## src/rtl/id_ex_pipe_reg_pkg.sv

```systemverilog
// Shared processor package: decode-control bundle layout and register-index width.
package id_ex_pipe_reg_pkg;

  localparam int unsigned XLEN      = 16;
  localparam int unsigned REG_IDX_W = 3;
  localparam int unsigned CTRL_W    = 16;
  localparam int unsigned CNT_W     = 16;

  // Bit offsets of the ctrl bundle fields, MSB first, for controller-side packing.
  localparam int unsigned CTRL_REGWRITE_BIT   = 15;
  localparam int unsigned CTRL_MEMTOREG_BIT   = 14;
  localparam int unsigned CTRL_MEMREAD_BIT    = 13;
  localparam int unsigned CTRL_MEMWRITE_BIT   = 12;
  localparam int unsigned CTRL_BRANCH_BIT     = 11;
  localparam int unsigned CTRL_REGDEST_BIT    = 10;
  localparam int unsigned CTRL_PC_REGREAD_BIT = 9;
  localparam int unsigned CTRL_LHI_REG_BIT    = 8;
  localparam int unsigned CTRL_ALUSRC_LSB     = 6;
  localparam int unsigned CTRL_IRLAST_LSB     = 4;
  localparam int unsigned CTRL_ALUOP_LSB      = 0;

  typedef struct packed {
    logic       regwrite;
    logic       memtoreg;
    logic       memread;
    logic       memwrite;
    logic       branch;
    logic       regdest;
    logic       pc_regread;
    logic       lhi_reg;
    logic [1:0] alusrc;
    logic [1:0] irlast;
    logic [3:0] aluop;
  } ctrl_t;

  localparam logic [CNT_W-1:0] BUBBLE_CNT_MAX = CNT_W'(16'hFFFF);

endpackage

```

## src/rtl/id_ex_pipe_reg_lu_hazard_detect.sv

```systemverilog
// Load-use hazard compare between the ID instruction and the load sitting in EX.
module lu_hazard_detect
  import id_ex_pipe_reg_pkg::*;
(
  input  logic                 valid_id_i,
  input  logic                 valid_ex_i,
  input  logic                 memread_ex_i,
  input  logic                 regwrite_ex_i,
  input  logic                 use_a_i,
  input  logic                 use_b_i,
  input  logic [REG_IDX_W-1:0] src_a_i,
  input  logic [REG_IDX_W-1:0] src_b_i,
  input  logic [REG_IDX_W-1:0] dst_ex_i,
  output logic                 load_use_c_o
);

  logic hit_a;
  logic hit_b;

  assign hit_a        = use_a_i & (src_a_i == dst_ex_i);
  assign hit_b        = use_b_i & (src_b_i == dst_ex_i);
  assign load_use_c_o = valid_id_i & valid_ex_i & memread_ex_i & regwrite_ex_i & (hit_a | hit_b);

endmodule

```

## src/rtl/id_ex_pipe_reg.sv

```systemverilog
// ID/EX pipeline register with load-use bubble insertion, flush/hold control
// and a saturating count of inserted bubbles.
module id_ex_pipe_reg
  import id_ex_pipe_reg_pkg::*;
(
  input  logic                 clk,
  input  logic                 reset_n,
  input  ctrl_t                ctrl_id,
  input  logic                 valid_id,
  input  logic [XLEN-1:0]      pc_id,
  input  logic [XLEN-1:0]      ir_id,
  input  logic [XLEN-1:0]      rd1_id,
  input  logic [XLEN-1:0]      rd2_id,
  input  logic [REG_IDX_W-1:0] src_a_id,
  input  logic [REG_IDX_W-1:0] src_b_id,
  input  logic                 use_a_id,
  input  logic                 use_b_id,
  input  logic [REG_IDX_W-1:0] dst_id,
  input  logic                 flush_ex,
  input  logic                 hold_ex,
  output ctrl_t                ctrl_ex,
  output logic [XLEN-1:0]      pc_ex,
  output logic [XLEN-1:0]      ir_ex,
  output logic [XLEN-1:0]      rd1_ex,
  output logic [XLEN-1:0]      rd2_ex,
  output logic [REG_IDX_W-1:0] dst_ex,
  output logic                 valid_ex,
  output logic                 stall_id,
  output logic [CNT_W-1:0]     bubble_cnt
);

  ctrl_t                ctrl_q,   ctrl_d;
  logic [XLEN-1:0]      pc_q,     pc_d;
  logic [XLEN-1:0]      ir_q,     ir_d;
  logic [XLEN-1:0]      rd1_q,    rd1_d;
  logic [XLEN-1:0]      rd2_q,    rd2_d;
  logic [REG_IDX_W-1:0] dst_q,    dst_d;
  logic                 valid_q,  valid_d;
  logic [CNT_W-1:0]     bubble_cnt_q, bubble_cnt_d;
  logic                 load_use;

  lu_hazard_detect u_lu_hazard_detect (
    .valid_id_i    (valid_id),
    .valid_ex_i    (valid_q),
    .memread_ex_i  (ctrl_q.memread),
    .regwrite_ex_i (ctrl_q.regwrite),
    .use_a_i       (use_a_id),
    .use_b_i       (use_b_id),
    .src_a_i       (src_a_id),
    .src_b_i       (src_b_id),
    .dst_ex_i      (dst_q),
    .load_use_c_o  (load_use)
  );

  // A taken flush kills the ID instruction anyway, so it never needs to stall.
  assign stall_id = (load_use | hold_ex) & ~flush_ex;

  // Priority: flush > hold > load-use bubble > normal capture.
  always_comb begin
    ctrl_d       = ctrl_q;
    pc_d         = pc_q;
    ir_d         = ir_q;
    rd1_d        = rd1_q;
    rd2_d        = rd2_q;
    dst_d        = dst_q;
    valid_d      = valid_q;
    bubble_cnt_d = bubble_cnt_q;
    if (flush_ex) begin
      valid_d = 1'b0;
      ctrl_d  = '0;
    end else if (hold_ex) begin
      valid_d = valid_q;
    end else if (load_use) begin
      valid_d = 1'b0;
      ctrl_d  = '0;
      if (bubble_cnt_q != BUBBLE_CNT_MAX) begin
        bubble_cnt_d = bubble_cnt_q + CNT_W'(1);
      end
    end else begin
      valid_d = valid_id;
      ctrl_d  = valid_id ? ctrl_id : '0;
      pc_d    = pc_id;
      ir_d    = ir_id;
      rd1_d   = rd1_id;
      rd2_d   = rd2_id;
      dst_d   = dst_id;
    end
  end

  always_ff @(posedge clk or negedge reset_n) begin
    if (!reset_n) begin
      ctrl_q       <= '0;
      pc_q         <= '0;
      ir_q         <= '0;
      rd1_q        <= '0;
      rd2_q        <= '0;
      dst_q        <= '0;
      valid_q      <= 1'b0;
      bubble_cnt_q <= '0;
    end else begin
      ctrl_q       <= ctrl_d;
      pc_q         <= pc_d;
      ir_q         <= ir_d;
      rd1_q        <= rd1_d;
      rd2_q        <= rd2_d;
      dst_q        <= dst_d;
      valid_q      <= valid_d;
      bubble_cnt_q <= bubble_cnt_d;
    end
  end

  assign ctrl_ex    = ctrl_q;
  assign pc_ex      = pc_q;
  assign ir_ex      = ir_q;
  assign rd1_ex     = rd1_q;
  assign rd2_ex     = rd2_q;
  assign dst_ex     = dst_q;
  assign valid_ex   = valid_q;
  assign bubble_cnt = bubble_cnt_q;

endmodule

```

## config.mk

```make
export PLATFORM = sky130hd
export DESIGN_NAME = id_ex_pipe_reg
export DESIGN_NICKNAME = d
export VERILOG_FILES = /design/src/rtl/id_ex_pipe_reg_pkg.sv /design/src/rtl/id_ex_pipe_reg_lu_hazard_detect.sv /design/src/rtl/id_ex_pipe_reg.sv
export SDC_FILE = /design/constraint.sdc
export NUM_CORES = 1
export LEC_CHECK = 0
export ABC_AREA = 1
export CORE_ASPECT_RATIO = 0.6
export CORE_MARGIN = 1
export CORE_UTILIZATION = 25
export CTS_BUF_LIST = sky130_fd_sc_hd__clkbuf_4
export CTS_CLUSTER_DIAMETER = 200
export DETAILED_ROUTE_END_ITERATION = 10
export PLACE_DENSITY = 0.55
export SYNTH_ARGS = -nofsm -noshare
export SYNTH_HDL_FRONTEND = slang
export SYNTH_HIERARCHICAL = 1
export SYNTH_SLANG_ARGS = --single-unit
```

## constraint.sdc

```tcl
create_clock -name clk -period 1.9 [get_ports clk]
set_input_delay 0.38 -clock clk [delete_from_list [all_inputs] [get_ports clk]]
set_output_delay 0.38 -clock clk [all_outputs]
set_load 0.02 [all_outputs]
```

After elaboration in Yosys (flattened, before gate mapping) --
Cells that the tools add are included.
Storage, ports and cells: register bits 100, bits of input ports 96, output and inout port bits 101, logic and storage cells 44
Cells by class: $add $sub $neg 1, eq/ne operators 4, mux-type cells 7, bitwise operators 12, reduce and logical (&&, ||, !) cells 2
Operator list (number):
- 16-bit 2-to-1 mux | 4
- 16-bit by 1-bit adder with 16-bit output, second input constant | 1
- 16-bit != test, second input constant | 1
- 1-bit AND | 7
- 3-bit == test | 2
- 4-bit AND reduction | 1
- 1-bit 2-to-1 mux | 3
- 1-bit NOT | 3
- 3-bit AND reduction | 1
- 2-bit != test, second input constant | 1
- 1-bit OR | 2

Depth between registers and ports, before layout --
depth in word-level cells 7, gate-level depth with buffers 13, mapped depth without buffers 13

Cells and area by module --
The synthesis kept the hierarchy.
By module, submodules not included:
- id_ex_pipe_reg | times used 1, cells an instance 517, area an instance 4360.4 µm², seq. area each 2502.4 µm²
- lu_hazard_detect | times used 1, cells an instance 34, area an instance 137.6 µm², seq. area each 0.0 µm²

Worst setup path before layout --
Ideal clock, no wire load.
path type flip-flop to flip-flop, start point register dst_q[1], in the netlist dst_ex[1], end point register bubble_cnt_q[9], in the netlist bubble_cnt[9], library setup time 0.117 ns, data arrival time 1.588 ns, required time 1.783 ns, path slack 0.195 ns, stages on the path, launching flop included 14, buffers on the path 0, period minus slack after synthesis 1.705 ns, cells stage by stage dfrtp_1 > inv_1 > nand2_1 > nand2_1 > nor2_1 > nand2_1 > a21oi_2 > nand2_2 > nor2_4 > nand2_4 > nor2_2 > nand3_2 > nand2_1 > nand2_1
Between the ends: word-level cells in the longest chain between the ends 5, elaborated cells on any way between the ends 7, classes of those cells eq/ne: 2; bitwise: 4; reduce/logical: 1
Ends and longest elaborated chain:
- start, declared | line id_ex_pipe_reg.sv:37 | logic [REG_IDX_W-1:0] dst_q, dst_d;
- start signal, assigned | line id_ex_pipe_reg.sv:106 | dst_q <= dst_d;
- 3-bit == test (on tied branches) | line id_ex_pipe_reg_lu_hazard_detect.sv:20, id_ex_pipe_reg_lu_hazard_detect.sv:21
- 1-bit AND (on tied branches) | line id_ex_pipe_reg_lu_hazard_detect.sv:20, id_ex_pipe_reg_lu_hazard_detect.sv:21
- 1-bit OR * | line id_ex_pipe_reg_lu_hazard_detect.sv:22 | assign load_use_c_o = valid_id_i & valid_ex_i & memread_ex_i & regwrite_ex_i & (hit_a | hit_b);
- 1-bit AND * | line id_ex_pipe_reg_lu_hazard_detect.sv:22
- via load_use | line id_ex_pipe_reg.sv:40 | logic load_use;
- 4-bit AND reduction (no source line) *
- end signal, assigned | line id_ex_pipe_reg.sv:108 | bubble_cnt_q <= bubble_cnt_d;
- end, declared | line id_ex_pipe_reg.sv:39 | logic [CNT_W-1:0] bubble_cnt_q, bubble_cnt_d;
The timed path passes the listed nets; every way through them passes the cells marked *. A chain may end at the register's enable or synchronous reset.

Final worst setup path --
start point register dst_q[2], in the netlist dst_ex[2], end point output stall_id
Between the ends: word-level cells in the longest chain between the ends 6, elaborated cells on any way between the ends 8, classes of those cells eq/ne: 2; bitwise: 6
Ends and longest elaborated chain:
- 3-bit == test (on tied branches) | line id_ex_pipe_reg_lu_hazard_detect.sv:20, id_ex_pipe_reg_lu_hazard_detect.sv:21
- 1-bit AND (on tied branches) | line id_ex_pipe_reg_lu_hazard_detect.sv:20, id_ex_pipe_reg_lu_hazard_detect.sv:21
- 1-bit OR * | line id_ex_pipe_reg_lu_hazard_detect.sv:22
- 1-bit AND * | line id_ex_pipe_reg_lu_hazard_detect.sv:22
- via load_use | line id_ex_pipe_reg.sv:40
- 1-bit OR * | line id_ex_pipe_reg.sv:56 | assign stall_id = (load_use | hold_ex) & ~flush_ex;
- 1-bit AND * | line id_ex_pipe_reg.sv:56
- end, declared | line id_ex_pipe_reg.sv:28 | output logic stall_id,
Marked as above.

==> results.md <==
- Outcome: finished with violations
- Violated checks: setup timing
- Min Hold Slack: 0.420 ns
- #FFs+latches synth: 100
- Cells after Synth: 551
- FF-to-FF setup slack: 0.07 ns
- LEAKAGE: 4.01 nW
- Ys async rst share: 100%
- Final core utilization: 41.0%
- Clock sink count: 100
- Worst EP required: 1.52 ns
- H-tree levels: 3
- Root Buffer: clkbuf_4
- Most frequent cell after synthesis: nand2_1
- Final setup fails: 1
- Worst Max-Slew Pin Slew: 0.621 ns
- Post-Place Cells: 981
- Worst-path maximum fanout: 4
- Main flop type after synthesis: dfrtp_1
- Die Height: 106 um
- Storage cell area: 2500 um^2
- Critical-path top delay cell: dfrtp_1
- Post-synthesis cell type count: 22
- Gr ovfl total: 0
- Layout area overhead: 58.2%
- Slew margin rel.: 58.6%
- Critical-path cell list: nand2_1, nand2_2, nor2_4, nand2_1, a21oi_2, nor2_2, nor2_1, buf_4
- Max_cap viols: 0
- Core Rows: 37
- Final Wtd Congestion: 0.811
- WP data arrival: 1.75 ns
- RSZ-0062 raised after global routing: true
- TritonCTS clock tree: done
- Number of global-route vias before repair: 4139
- Syn avg cell area: 8.16 um^2
- Full die area: 18600 um^2
- Power Dens Cells: 664 nW/um^2
- Commonest cells post-synth: nand2_1, dfrtp_1, nand3_1
- Setup crit start kind: register
- Leading area contributor after synthesis: dfrtp_1
- CP Capture Type: primary output
- Bufs on Longest Clock Path: 2
- Area of the multi-input gates: 1800 um^2
- Clk Latency, worst-skew pair: 0.46 ns
- Syn nets: 648
- Number of enable flip-flop cells after synthesis: 0
- Critical Path Most Common Cell: nand2_1
- Layout cells sized above 1: 11.9%
- Number of I/O port buffers: 196
- Setup tns final: -0.231 ns
- Pin count of the biggest net entering global routing: 101
- Avg WL per Cell: 14.1 um
- Inserted Diodes: 0
- DR vias/cell: 4.11
- First-pass GRT wire length: 22300 um
- Final min period: 2.13 ns
- Final Worst Setup Slack: -0.231 ns
- GRT Resource Usage Total: 15.4%
- Layout Nets: 858
- Reg clk slew, reported paths: 0.19 ns
- Number of I/O pins: 197
- Post-Route WL: 14100 um
- F_max: 469 MHz
- Router iterations before antenna repair: 7
- Initial cell density of the core: 25.9%
- Initial antenna violation count: 0
- Detailed Place HPWL: 9700 um
- Peak VDD IR: 0.289 mV
- Yosys warns: 6
- Post-synthesis sequential area ratio: 55.6%
- Fin. max-slew vios: 0
- Critical path class: register to primary output
- Detailed-route via count: 4108
- Core area: 17400 um^2
- Final Cycle Share: 112%
- Post-route antenna net violation count: 0
- FILL cells: 1797
- Cell area after synthesis: 4500 um^2
- Final hold vios: 0
- CTS Buf Count: 9
- CP peak stage delay: 0.47 ns
- Setup Skew: 0.0264 ns
- Yosys top cell area share: 55.6%
- Die width: 175 um
- Setup WS pre-CTS: -0.583 ns
- DR DRC count: 0
- Fin cells: 1000
- Synth area leaders: dfrtp_1, nand2_1, nand3_1
- Worst min-delay path class: input port to register
- DRT iter0 DRCs: 210
path summary, 6_finish.rpt:
check / startpoint / to / depth (start not counted)
worst max-delay path: dst_ex[2] / stall_id / 8
worst max register to register: dst_ex[2] / bubble_cnt[13] / 13
worst min register to register: pc_ex[15] / pc_ex[15] / 2
min in group asynchronous: reset_n / bubble_cnt[11] / 3
max in group asynchronous: reset_n / bubble_cnt[15] / 3
worst min-delay path: rd2_id[2] / rd2_ex[2] / 3
stage by stage:
| stage | power [mW] | cell area (um^2) |
|---|---|---|
| floorplan | 2.99 | 4500 |
| global placement | 3.75 | 6810 |
| detailed placement | 3.75 | 6810 |
| CTS | 4.83 | 6890 |
| global route | 5.02 | 7110 |
| finish | 4.73 | 7110 |
routing by layer:
| layer | GRT usage (%) | up-vias | routed length [um] |
|---|---|---|---|
| met3 | 6.94 | 2 | 1420 |
| li1 | - | 2107 | - |
| met5 | 0 | - | 0 |
| met2 | 21.8 | 125 | 5670 |
| met1 | 21.5 | 1874 | 6930 |
| met4 | 2.61 | 0 | 29 |
flip-flops by register name, summed over array words and instances, names as in the netlist:
name,cells
bubble_cnt,16
ctrl_ex,16
dst_ex,3
ir_ex,16
pc_ex,16
rd1_ex,16
rd2_ex,16
valid_ex,1
area by class of cell:
class | instances | share of cell area [%]
Clock inverter | 7 | 0.791
Timing Repair Buffer | 224 | 31.8
Inverter | 33 | 1.81
Sequential cell | 100 | 35.2
Multi-Input combinational cell | 393 | 25.3
Clock buffer | 9 | 0.950
Tap cell | 234 | 4.12
layout by cell type (no fill, tap or decap), drive strengths merged:
cell type,netlist,layout
dfrtp,100,100
dlygate4sd2,0,55
ha,1,1
nand2,291,291
buf,18,28
nand4,1,1
inv,33,37
a21oi,1,1
clkdlybuf4s50,0,104
clkbuf,7,11
dlygate4sd3,0,1
dlymetal6s2s,0,34
xor2,3,3
a32o,1,1
nor2,31,31
nand3,64,64
clkinv,0,3
cells by family (layout without fill, tap and decap cells):
group,after synthesis,after routing,synth area share [%]
compound gates,2,2,0.417
xor+xnor,3,3,0.584
flops,100,100,55.6
buf+inv,58,273,6.90
simple gates,387,387,36.2
fa+ha+maj,1,1,0.278
power breakdown:
part	leakage, nW	total, mW	internal (mW)	switching, mW
clock	0.0730	1.09	0.292	0.802
sequential	1.28	2.43	2.32	0.109
combinational	2.66	1.20	0.567	0.637
total	4.01	4.73	3.18	1.55
worst max-delay path, delay by kind of cell (launching register included):
kind / cells / cell delay (ns)
simple gates: 6 / 0.51
flops: 1 / 0.47
compound gates: 1 / 0.17
buf+inv: 1 / 0.14
repair_timing:
| item | 4_1_cts | 5_1_grt |
|---|---|---|
| endpoints found under the setup margin | 57 | 132 |
| gates resized for setup | 66 | 62 |
| gates cloned | 0 | 1 |
| endpoints found under the hold margin | 100 | 0 |
| buffers inserted | 1 | 2 |
| hold buffers | 1 | 0 |
| pin swaps | 2 | 12 |
(Power assumes the default switching activity.)
